===== src/rtl/netflix_trace_decoder_pkg.sv =====
// rtl/netflix_trace_decoder_pkg.sv - shared status-word layout, state encoding and record layout
package netflix_trace_decoder_pkg;

  localparam int WORD_W     = 15;
  localparam int PERSON_W   = 3;
  localparam int WEEK_W     = 7;
  localparam int FIN_W      = 2;
  localparam int ST_W       = 3;
  localparam int ST_LSB     = 0;
  localparam int FIN_LSB    = 3;
  localparam int WEEK_LSB   = 5;
  localparam int PERSON_LSB = 12;

  localparam logic [ST_W-1:0] NS         = 3'd0;
  localparam logic [ST_W-1:0] S1         = 3'd1;
  localparam logic [ST_W-1:0] S2         = 3'd2;
  localparam logic [ST_W-1:0] S3         = 3'd3;
  localparam logic [ST_W-1:0] S4         = 3'd4;
  localparam logic [ST_W-1:0] S5         = 3'd5;
  localparam logic [ST_W-1:0] F          = 3'd6;
  localparam logic [ST_W-1:0] ST_ILLEGAL = 3'd7;

  localparam logic [FIN_W-1:0] FIN_LOCK = 2'd3;

  localparam int REC_W        = 16;
  localparam int REC_LOCKED   = 0;
  localparam int REC_MAX_ST   = 1;
  localparam int REC_FIN_CNT  = 4;
  localparam int REC_FIN_WEEK = 6;
  localparam int REC_PERSON   = 13;

  typedef enum logic {TRK_IDLE, TRK_TRACK} trk_state_t;

  function automatic logic [REC_W-1:0] pack_record(
    input logic [PERSON_W-1:0] person,
    input logic [WEEK_W-1:0]   finish_week,
    input logic [FIN_W-1:0]    finish_count,
    input logic [ST_W-1:0]     max_state,
    input logic                locked
  );
    return {person, finish_week, finish_count, max_state, locked};
  endfunction

endpackage


===== src/rtl/netflix_rpt_fifo.sv =====
// rtl/netflix_rpt_fifo.sv - synchronous FIFO whose empty flag lags a push into an empty queue by one cycle
module netflix_rpt_fifo #(
  parameter int WIDTH = 16,
  parameter int DEPTH = 4,
  parameter int PTR_W = 2
) (
  input  logic             clk,
  input  logic             rst,
  input  logic             push,
  input  logic [WIDTH-1:0] push_data,
  input  logic             pop,
  output logic [WIDTH-1:0] head_data,
  output logic             full,
  output logic             empty
);

  localparam logic [PTR_W:0] FULL_CNT = (PTR_W+1)'(DEPTH);
  localparam logic [PTR_W:0] ONE_CNT  = (PTR_W+1)'(1);

  logic [WIDTH-1:0] mem [DEPTH];
  logic [PTR_W-1:0] wr_ptr;
  logic [PTR_W-1:0] rd_ptr;
  logic [PTR_W:0]   count;
  logic             do_push;
  logic             do_pop;

  assign full      = (count == FULL_CNT);
  assign do_pop    = pop && !empty;
  assign do_push   = push && (!full || do_pop);
  assign head_data = mem[rd_ptr];

  always_ff @(posedge clk) begin
    if (rst) begin
      for (int i = 0; i < DEPTH; i++) mem[i] <= '0;
      wr_ptr <= '0;
      rd_ptr <= '0;
      count  <= '0;
      empty  <= 1'b1;
    end else begin
      if (do_push) begin
        mem[wr_ptr] <= push_data;
        wr_ptr      <= wr_ptr + 1'b1;
      end
      if (do_pop) rd_ptr <= rd_ptr + 1'b1;
      case ({do_push, do_pop})
        2'b10:   count <= count + 1'b1;
        2'b01:   count <= count - 1'b1;
        default: ;
      endcase
      // Deassert one cycle after the first push, but assert at once when the last entry leaves.
      empty <= (count == '0) || (do_pop && !do_push && count == ONE_CNT);
    end
  end

endmodule


===== src/rtl/netflix_trace_decoder.sv =====
// rtl/netflix_trace_decoder.sv - viewer-status tracker building per-person records into a report FIFO
// Optional counters rec_count/drop_count are built when NETFLIX_DEC_STATS_EN is defined.
module netflix_trace_decoder
  import netflix_trace_decoder_pkg::*;
#(
  parameter int FIFO_DEPTH = 4,
  parameter int PTR_W      = 2
) (
  input  logic              clk,
  input  logic              rst,
  input  logic [WORD_W-1:0] status_word,
  input  logic              status_valid,
  input  logic              flush,
  output logic [REC_W-1:0]  rpt_data,
  output logic              rpt_valid,
  input  logic              rpt_ready,
  output logic              overflow,
  output logic              illegal_state,
  output logic [7:0]        rec_count,
  output logic [7:0]        drop_count
);

  logic [PERSON_W-1:0] w_person;
  logic [WEEK_W-1:0]   w_week;
  logic [FIN_W-1:0]    w_fin;
  logic [ST_W-1:0]     w_state;

  assign w_person = status_word[PERSON_LSB +: PERSON_W];
  assign w_week   = status_word[WEEK_LSB +: WEEK_W];
  assign w_fin    = status_word[FIN_LSB +: FIN_W];
  assign w_state  = status_word[ST_LSB +: ST_W];

  trk_state_t          trk_state;
  logic [PERSON_W-1:0] cur_person;
  logic [WEEK_W-1:0]   start_week;
  logic [WEEK_W-1:0]   finish_week;
  logic [FIN_W-1:0]    finish_count;
  logic [ST_W-1:0]     max_state;
  logic                locked;
  logic                seen_f;

  logic             tracking;
  logic             legal;
  logic             person_change;
  logic             push;
  logic             pop;
  logic             drop;
  logic             do_capture;
  logic             do_update;
  logic             full;
  logic             empty;
  logic [REC_W-1:0] push_data;

  assign tracking      = (trk_state == TRK_TRACK);
  assign legal         = status_valid && (w_state != ST_ILLEGAL);
  assign person_change = tracking && legal && (w_person != cur_person);
  assign push          = tracking && (flush || person_change);
  // A flush closes the record; any legal word in the same cycle opens a fresh one.
  assign do_capture    = legal && (!tracking || flush || person_change);
  assign do_update     = legal && tracking && !flush && !person_change;
  assign push_data     = pack_record(cur_person, finish_week, finish_count, max_state, locked);
  assign rpt_valid     = !empty;
  assign pop           = rpt_valid && rpt_ready;
  assign drop          = push && full && !pop;

  always_ff @(posedge clk) begin
    if (rst) begin
      trk_state     <= TRK_IDLE;
      cur_person    <= '0;
      start_week    <= '0;
      finish_week   <= '0;
      finish_count  <= '0;
      max_state     <= '0;
      locked        <= 1'b0;
      seen_f        <= 1'b0;
      overflow      <= 1'b0;
      illegal_state <= 1'b0;
    end else begin
      if (status_valid && w_state == ST_ILLEGAL) illegal_state <= 1'b1;
      if (drop) overflow <= 1'b1;
      if (do_capture) begin
        trk_state    <= TRK_TRACK;
        cur_person   <= w_person;
        start_week   <= w_week;
        max_state    <= w_state;
        finish_week  <= '0;
        finish_count <= '0;
        locked       <= 1'b0;
        seen_f       <= (w_state == F);
      end else begin
        if (flush) trk_state <= TRK_IDLE;
        if (do_update) begin
          if (w_state > max_state) max_state <= w_state;
          // Modulo-128 difference keeps the elapsed count right across a week wrap.
          if (w_state == F && !seen_f) begin
            finish_week <= w_week - start_week;
            seen_f      <= 1'b1;
          end
          finish_count <= w_fin;
          if (w_fin == FIN_LOCK && w_state == F) locked <= 1'b1;
        end
      end
    end
  end

  netflix_rpt_fifo #(
    .WIDTH (REC_W),
    .DEPTH (FIFO_DEPTH),
    .PTR_W (PTR_W)
  ) u_fifo (
    .clk       (clk),
    .rst       (rst),
    .push      (push),
    .push_data (push_data),
    .pop       (pop),
    .head_data (rpt_data),
    .full      (full),
    .empty     (empty)
  );

`ifdef NETFLIX_DEC_STATS_EN
  logic       accept;
  logic [7:0] rec_cnt_q;
  logic [7:0] drop_cnt_q;

  assign accept = push && !drop;

  always_ff @(posedge clk) begin
    if (rst) begin
      rec_cnt_q  <= '0;
      drop_cnt_q <= '0;
    end else begin
      if (accept && rec_cnt_q != 8'hFF) rec_cnt_q <= rec_cnt_q + 8'd1;
      if (drop && drop_cnt_q != 8'hFF) drop_cnt_q <= drop_cnt_q + 8'd1;
    end
  end

  assign rec_count  = rec_cnt_q;
  assign drop_count = drop_cnt_q;
`else
  assign rec_count  = '0;
  assign drop_count = '0;
`endif

endmodule


===== config.mk =====
export PLATFORM = sky130hd
export DESIGN_NAME = netflix_trace_decoder
export DESIGN_NICKNAME = d
export VERILOG_FILES = /design/src/rtl/netflix_trace_decoder_pkg.sv /design/src/rtl/netflix_rpt_fifo.sv /design/src/rtl/netflix_trace_decoder.sv
export SDC_FILE = /design/constraint.sdc
export NUM_CORES = 1
export LEC_CHECK = 0
export CAP_MARGIN = 40
export CELL_PAD_IN_SITES_DETAIL_PLACEMENT = 1
export CELL_PAD_IN_SITES_GLOBAL_PLACEMENT = 1
export CORE_ASPECT_RATIO = 1.4
export CORE_MARGIN = 5
export CORE_UTILIZATION = 30
export DETAILED_ROUTE_END_ITERATION = 10
export PLACE_DENSITY_LB_ADDON = 0.15
export SLEW_MARGIN = 25
export SYNTH_ARGS = -nofsm -noshare
export SYNTH_HDL_FRONTEND = slang
export SYNTH_SLANG_ARGS = --single-unit

===== constraint.sdc =====
create_clock -name clk -period 2.8 [get_ports clk]
set_input_delay 0.56 -clock clk [delete_from_list [all_inputs] [get_ports clk]]
set_output_delay 0.56 -clock clk [all_outputs]
set_load 0.02 [all_outputs]

==> results.md, run 1 <==
Outcome:
- The flow ran to the end, and the final reports show no timing, DRC or antenna violations.

Global route:
- The met1 capacity usage during global routing is 0.152.
- The global-route met3 utilization is 0.0193.
- For this run the aggregate overflow at the end of global routing stands at 0.
- The total global routing track utilization is 0.122.
- Entering global routing, the biggest net connects 37 pins.
- The first global-routing pass estimated 17600 um of wire.
- The number of antenna violations at the first check in global routing was 0.
- After global routing, the most crowded layer is met2.
- The number of global-route vias before repair is about 3300.
- In the global route stage, met2 resource usage came out at 0.215.

Min path:
- The startpoint identified for the worst hold timing path is start_week[4].
- Counting instances, the worst hold path has a depth of 2.
- The worst hold path endpoint is start_week[4].
- In this run the worst hold path is classified as flop to flop.

Timing:
- The final count of hold timing violations is 0.
- For the pin with the worst max-slew slack, the measured transition is 547 ps.
- The post-route clock skew is 12.8 ps.
- The routed design could run at a clock period as short as 2570 ps.
- Setup violations remaining at the end of the flow were counted as 0.
- The maximum achievable frequency is about 390 MHz.
- Setup repair after global routing left no endpoint under its margin.
- The worst hold slack after final layout is 479 ps.
- The worst slew margin relative to its limit is 0.635.
- The share of the clock period used by the worst path after layout is 0.917.
- After layout, the worst setup slack is 231 ps.
- Summed over all failing endpoints, the final setup total negative slack is 0 ps.
- The total count of max-transition violations in the final report is 0.

Drt:
- The count of unresolved DRC violations after routing is 0.
- After detailed routing, the average wire length per cell comes to between 15 and 20 um.
- The final layout contains routed wiring with a total length of 10700 um.
- The first detailed-routing pass ran for 4 iterations.
- The post-detailed-route via-to-cell ratio is between 4 and 5.
- In this run the remaining antenna-violating nets after routing total 0.
- The routed via count is 3008.
- In this run, the number of DRC markers left after iteration 0 of detailed routing was between 60 and 70.

Finish:
- The area used by sequential logic in the layout is 2660 um^2.
- After filler insertion, the fill cell instance count of the layout stands at 1744.
- The repair_antennas step left the layout with diodes totalling 0.
- The area occupied by multi-input gates is slightly below 2000 um^2.
- After the last flow step, the layout net total stands at between 400 and 500.
- The fraction of final layout cells sized beyond drive strength 1 is 0.131.
- The non-filler instance count after layout is 648.
- Compared with the post-synthesis result, the final layout area differs by 20.0%.

Synth:
- The share of the yosys chip area belonging to registers is 0.553.
- Synthesis produced between 300 and 400 cells.
- Sorting the synthesized cells by area gives the leading types as sky130_fd_sc_hd__edfxtp_1, sky130_fd_sc_hd__dfxtp_1, sky130_fd_sc_hd__mux4_2.
- After synthesis the cells add up to 4810 um^2.
- The Yosys warning count is 0.
- Dividing the synthesized area by the synthesized cell count gives approximately 12 um^2.
- The post-synthesis cell type with the largest combined area is sky130_fd_sc_hd__edfxtp_1.
- The synthesized design contains 101 register bits.
- The number of different library cells used by synthesis comes to between 40 and 50.
- The top-area cell type share of the netlist area is 0.399.

Power:
- The power after layout is 3.54 mW.
- The worst-case IR drop observed on VDD is between 0.2 and 0.3 mV.
- The leakage power is 2.22 nW.
- In this run the power density over the cells is around 600 nW/um^2.

Critical path:
- In this run the register-to-register setup slack is around 580 ps.
- The kind of launch point of the worst setup path is a flop.
- The largest delay contributor family on the critical path is buffers and inverters.
- The critical path required time is 2240 ps.
- The largest single stage delay on the critical path is 560 ps.
- In this run the critical register-to-register path is launched from cur_person[2].
- The signal on the critical path passes through buf_12 > mux4_2 > clkdlybuf4s50_1.
- The path type of the worst setup path is flop to output port.
- For this design, the slowest cell found on the critical path is sky130_fd_sc_hd__clkdlybuf4s50_1.
- The count of buffer and inverter cells on the critical path is 2.
- The worst flop-to-flop path endpoint is u_fifo.mem[0][5].
- The critical path endpoint category is an output port.
- The number of cells on the worst reg-to-reg path is 5.
- Data arrives at the worst endpoint at 2010 ps.
- Along the worst path, the maximum fanout reaches 16.

Clocking:
- For this design, the sink count on the clock tree is 101.
- In this run, post-CTS repair resized a total of 0 instances.
- In this run the clock root is driven by a sky130_fd_sc_hd__clkbuf_16.
- The number of clock buffers inserted by TritonCTS is 9.
- The number of H-tree branching levels is 3.
- Post-CTS timing repair inserted 0 buffers for setup.
- The clock-pin transition on the worst setup and hold timing paths is ~70 ps.
- Counting along the longest clock path gives a buffer depth of 2.
- The insertion delay of the later-clocked pin in the worst-skew pair is 340 ps.
- The number of hold buffers added after CTS was 0.
- TritonCTS built the clock tree.

Placement:
- The number of placed instances, taps included, is 632.
- The weighted congestion at the end of routability-driven global placement is 0.746.
- The number of buffer cells added on primary ports is 38.
- Detailed placement finished with a half-perimeter wire length of 7610 um.
- OpenSTA, run right after detailed placement, puts the worst setup slack at -69.4 ps.

Floorplan:
- The floorplan step defined a die boundary enclosing 18700 um^2.
- The chip height is 160 um.
- The die is roughly 120 um wide.
- The effective utilization at floorplan is 0.307.
- The boundary pin count is 55.
- The core outline area is roughly 16000 um^2.
- The number of standard-cell rows in the floorplan is 54.

Run:
- The tool flagged a number of max-cap violations equal to 0.
[layout by cell type (no fill, tap or decap), types with 7 or more instances in the layout]
cell                              count
sky130_fd_sc_hd__mux2i_1             11
sky130_fd_sc_hd__inv_1               15
sky130_fd_sc_hd__clkdlybuf4s50_1     38
sky130_fd_sc_hd__and2_1              47
sky130_fd_sc_hd__dfxtp_1             37
sky130_fd_sc_hd__nor2_1              22
sky130_fd_sc_hd__clkbuf_16            9
sky130_fd_sc_hd__and3_1              17
sky130_fd_sc_hd__edfxtp_1            64
sky130_fd_sc_hd__nand2b_1            11
sky130_fd_sc_hd__xor2_1               7
sky130_fd_sc_hd__mux4_2              16
sky130_fd_sc_hd__o21ai_0             13
sky130_fd_sc_hd__nand2_1             19
sky130_fd_sc_hd__a21oi_1             21
sky130_fd_sc_hd__conb_1              16
sky130_fd_sc_hd__ha_1                14
sky130_fd_sc_hd__buf_4               20
[cells by family after synthesis]
logic type	after synthesis	share of synthesized area
compound gates	52	0.0689
xor+xnor	10	0.0182
simple gates	141	0.166
other cells	1	0.000779
mux	27	0.0977
fa+ha+maj	15	0.0405
buf+inv	50	0.0554
flops	101	0.553
[sequential cells by signal (all words and copies together) (netlist names), named ones only]
| register | flops |
|---|---|
| start_week | 7 |
| illegal_state | 1 |
| finish_count | 2 |
| u_fifo.mem | 64 |
| u_fifo.wr_ptr | 2 |
| overflow | 1 |
| seen_f | 1 |
| cur_person | 3 |
| u_fifo.count | 3 |
| tracking | 1 |
| max_state | 3 |
| finish_week | 7 |
| locked | 1 |
| u_fifo.empty | 1 |
| u_fifo.rd_ptr | 2 |
[per-layer routing]
metal	vias up	wire, um
li1	1478	-
met1	1480	4620
met2	42	5720
met3	8	249
met4	0	141
met5	-	0
[report_power, final]
part	leakage, nW	internal, mW	switching (mW)
Combinational	1.10	0.235	0.277
Sequential	0.965	1.65	0.0374
Clock	0.154	0.785	0.552
[stage by stage]
stage	cell area, um^2	util
5_1_grt	5780	0.369
4_1_cts	5780	0.369
3_3_place_gp	5460	0.348
3_5_place_dp	5460	0.348
6_report	5780	0.369
2_1_floorplan	4870	-
[layout make-up]
type | instances | share of cell area
Timing Repair Buffer | 59 | 0.0953
Sequential cell | 101 | 0.461
Clock buffer | 10 | 0.0396
Clock inverter | 6 | 0.0149
Tap cell | 196 | 0.0424
Multi-Input combinational cell | 261 | 0.337
Inverter | 15 | 0.00974
[worst min-delay path, cell delays in order (launching register included)]
cell and delay (ps):
sky130_fd_sc_hd__dfxtp_1 310, sky130_fd_sc_hd__o21ai_0 70, sky130_fd_sc_hd__a21oi_1 60
[worst max-delay path by stage]
stage	startpoint	endpoint	slack, ps	depth (start not counted)
final	flop	rpt_data[13]	230	3
after global routing	flop	rpt_data[3]	160	3
after detailed placement	status_word[12]	u_fifo.mem[0][11]	-70	6
after floorplan	status_word[14]	u_fifo.mem[1][0]	550	6
after CTS	flop	rpt_data[3]	190	3
after global placement	status_word[14]	u_fifo.mem[0][11]	-40	6
[Yosys cell counts (all sizes together)]
master / count
ha: 14
buf: 23
o21bai: 1
o211ai: 1
nor3b: 1
clkbuf: 12
xor2: 7
nor2: 22
nand3: 4
o31a: 2
conb: 1
a41oi: 2
o32ai: 1
nand2b: 11
or3: 2
o31ai: 2
and3: 17
and2: 47
nor2b: 6
edfxtp: 64
a21o: 1
nand2: 19
xnor2: 3
mux4: 16
nor4: 1
or2: 4
dfxtp: 37
o21a: 3
o311ai: 1
o21ai: 13
a211oi: 3
mux2i: 11
a21oi: 21
inv: 15
nor3: 2
and3b: 3
fa: 1
a31o: 1
nor4b: 2
Note: power is estimated with default switching activity, not from simulation.
==> inputs of run 2 (changes only) <==
--- a/config.mk
+++ b/config.mk
@@ -11,6 +11,7 @@
 export CORE_ASPECT_RATIO = 1.4
 export CORE_MARGIN = 5
 export CORE_UTILIZATION = 30
+export CTS_BUF_LIST = sky130_fd_sc_hd__clkbuf_16
 export DETAILED_ROUTE_END_ITERATION = 10
 export PLACE_DENSITY_LB_ADDON = 0.15
 export SLEW_MARGIN = 25
==> run 2 against run 1 <==
Against the previous run:
- count of clock-buffer cells in the layout fell by 1
- sequential power hardly changed
- clock power barely moved
- register-to-register slack barely moved
- core utilization is the same
- final cell count did not move
- global-route usage stayed put
- wire length about the same
- critical path depth stayed put
- first-iteration DRC count increased by 1.6%
==> results.md, run 2 (same netlist as run 1, synthesis figures left out) <==
Critical path:
- The worst register-to-register path ends at u_fifo.mem[0][5].
- Broken down by cell family, the worst path's largest delay share belongs to buffers and inverters.
- The maximum fanout along the worst path is 16 (unchanged).
- The critical path endpoint category is an output port.
- The kind of launch point of the worst setup path is a flop.
- The critical path's slowest cell is sky130_fd_sc_hd__clkdlybuf4s50_1.
- The largest stage delay on the critical path is 560 ps (about the same).
- The number of cells on the worst reg-to-reg path came to 5 (unchanged).
- The critical path is of the flop to output port type.
- The critical path data arrival time is 2010 ps (about the same).
- The worst register-to-register path begins at cur_person[2].
- Walking the worst path, the cells encountered are buf_12 > mux4_2 > clkdlybuf4s50_1.
- The setup slack of the worst register-to-register path is 580 ps (about the same).
- The count of buffer and inverter cells on the critical path is 2 (unchanged).
- The critical path required time was 2240 ps (about the same).

Finish:
- The largest registers in the layout are u_fifo.mem x64, finish_week x7, start_week x7.
- Leaving out fill and tap cells, the most frequent cells in the layout are sky130_fd_sc_hd__edfxtp_1, sky130_fd_sc_hd__and2_1, sky130_fd_sc_hd__clkdlybuf4s50_1.
- The library cell used most frequently in the layout, excluding fill and tap cells, is sky130_fd_sc_hd__edfxtp_1.
- The design area is 5780 um^2 (unchanged).
- The layout net count is 482 (unchanged).
- The antenna diode count is 0 (unchanged).
- The number of flip-flops under the largest register name came to 64 (unchanged).
- The area growth from synthesis to layout was 20.0% (unchanged).
- The final cell utilization of the core is 0.369 (unchanged).
- The fraction of final layout cells sized beyond drive strength 1 was 0.131 (unchanged).
- More flip-flops sit in one register than any other, and that register is u_fifo.mem.

Drt:
- The detailed-router iteration count before antenna repair is 4 (unchanged).
- The count of unresolved DRC violations after routing is 0 (unchanged).
- The number of nets with antenna violations after detailed routing is 0 (unchanged).
- The final wirelength was 10700 um (about the same).
- The post-detailed-route wirelength per cell came to 16.6 um (about the same).
- The post-detailed-route via-to-cell ratio is 4.64 (about the same).
- The routed via count came to 3005 (-0.10%).
- The detailed router's first-iteration violation count is 65 (+1.6%).

Power:
- The largest voltage drop on the vdd net is 0.256 mV (-1.1%).
- The leakage power is 2.23 nW (+0.19%).
- The total power divided by cell area came to 611 nW/um^2 (-0.15%).

Global route:
- The wire length of the first global-routing pass is 17600 um (unchanged).
- The leftover overflow at the end of global routing is 0 (unchanged).
- The pin count of the biggest net entering global routing is 37 (unchanged).
- The number of antenna violations at the first check in global routing was 0 (unchanged).
- The total global routing track utilization is 0.122 (unchanged).
- The number of global-route vias before repair is 3312 (unchanged).

Floorplan:
- The chip width came to 117 um (unchanged).
- The effective utilization at floorplan came to 0.307 (unchanged).
- The chip height is 160 um (unchanged).
- The core outline area is 15700 um^2 (unchanged).
- The boundary pin count is 55 (unchanged).
- The number of standard-cell rows in the floorplan is 54 (unchanged).
- The floorplan die area came to 18700 um^2 (unchanged).

Timing:
- The final count of hold timing violations came to 0 (unchanged).
- Setup repair after global routing left no endpoint under its margin.
- The clock period minus worst slack is 2570 ps (+0.215 ps).
- The final setup violation count came to 0 (unchanged).
- The worst hold slack after final layout is 479 ps (unchanged).
- The slew at the pin closest to its max-slew limit is 546 ps (-1.45 ps).
- The setup TNS came to 0 ps (unchanged).
- The maximum achievable frequency is 389 MHz (about the same).
- The worst slew margin relative to its limit is 0.636 (+0.000969).
- The share of the clock period used by the worst path after layout is 0.918 (about the same).
- The total count of max-transition violations in the final report was 0 (unchanged).
- The post-route clock skew is 12.8 ps (+0.000100 ps).

Placement:
- The total cell area at the placement stage was 5460 um^2 (unchanged).
- The final HPWL from detailed placement is 7610 um (unchanged).
- The number of buffer cells added on primary ports is 38 (unchanged).
- The weighted congestion at the end of routability-driven global placement was 0.746 (unchanged).

Min path:
- The tightest min-delay check is of the flop to flop type.
- The startpoint of the lowest-slack hold path is start_week[4].
- The number of cells on the worst hold path was 2 (unchanged).
- The worst hold path endpoint is start_week[4].

Clocking:
- The number of H-tree branching levels is 3 (unchanged).
- The clock-pin transition on the worst setup and hold timing paths is 70 ps (about the same).
- The number of instances resized during post-cts repair was 0 (unchanged).
- The TritonCTS sink count is 101 (unchanged).
- The number of clock buffers inserted by TritonCTS is 9 (unchanged).
- The TritonCTS clock tree is built.
- The number of buffers on the longest clock path is 2 (unchanged).
- The post-CTS setup buffer count came to 0 (unchanged).
- The number of hold-repair buffers added at the cts stage was 0 (unchanged).
- CTS placed an instance of sky130_fd_sc_hd__clkbuf_16 at the clock tree root.
- The insertion delay of the later-clocked pin in the worst-skew pair is 340 ps (about the same).

Outcome:
- The run finished with clean final reports.

Run:
- The count of maximum capacitance violations is 0 (unchanged).
run 2: per-layer routing:
layer / global-route usage / vias to the layer above / part of all wire / wire length, um
met5: 0 / - / 0 / 0
met4: 0.0376 / 0 / 0.013 / 141
met3: 0.0193 / 8 / 0.023 / 249
met2: 0.215 / 42 / 0.53 / 5740
met1: 0.152 / 1477 / 0.43 / 4600
li1: - / 1478 / - / -
run 2: how the worst max path moves through the flow:
stage,startpoint,to,slack [ps],cells after the start
3_5_place_dp,status_word[12],u_fifo.mem[0][11],-70,6
6_report,flop,rpt_data[13],230,3
2_1_floorplan,status_word[14],u_fifo.mem[1][0],550,6
5_1_grt,flop,rpt_data[3],160,3
3_3_place_gp,status_word[14],u_fifo.mem[0][11],-40,6
4_1_cts,flop,rpt_data[3],190,3
run 2: worst min-delay path, cell delays in order, from the launching register on:
cell and delay (ps):
sky130_fd_sc_hd__dfxtp_1 310, sky130_fd_sc_hd__o21ai_0 70, sky130_fd_sc_hd__a21oi_1 60
run 2: layout make-up:
| type | instances | area (um^2) |
|---|---|---|
| Clock inverter | 7 | 90.1 |
| Clock buffer | 9 | 225 |
| Timing Repair Buffer | 59 | 551 |
| Multi-Input combinational cell | 261 | 1950 |
| Tap cell | 196 | 245 |
| Fill cell | 1744 | 9900 |
| Sequential cell | 101 | 2660 |
| Inverter | 15 | 56.3 |
run 2: through the flow:
step | cells | total power [mW] | worst slack [ps]
floorplan | 412 | 2.05 | 550
global placement | 632 | 2.23 | -39.7
detailed placement | 632 | 2.25 | -69.4
CTS | 648 | 3.59 | 190
global route | 648 | 3.70 | 157
finish | 648 | 3.53 | 231
run 2: power breakdown:
part | leakage (nW) | switching, mW | internal [mW]
clock network | 0.159 | 0.550 | 0.781
logic | 1.10 | 0.278 | 0.235
registers | 0.965 | 0.0376 | 1.65
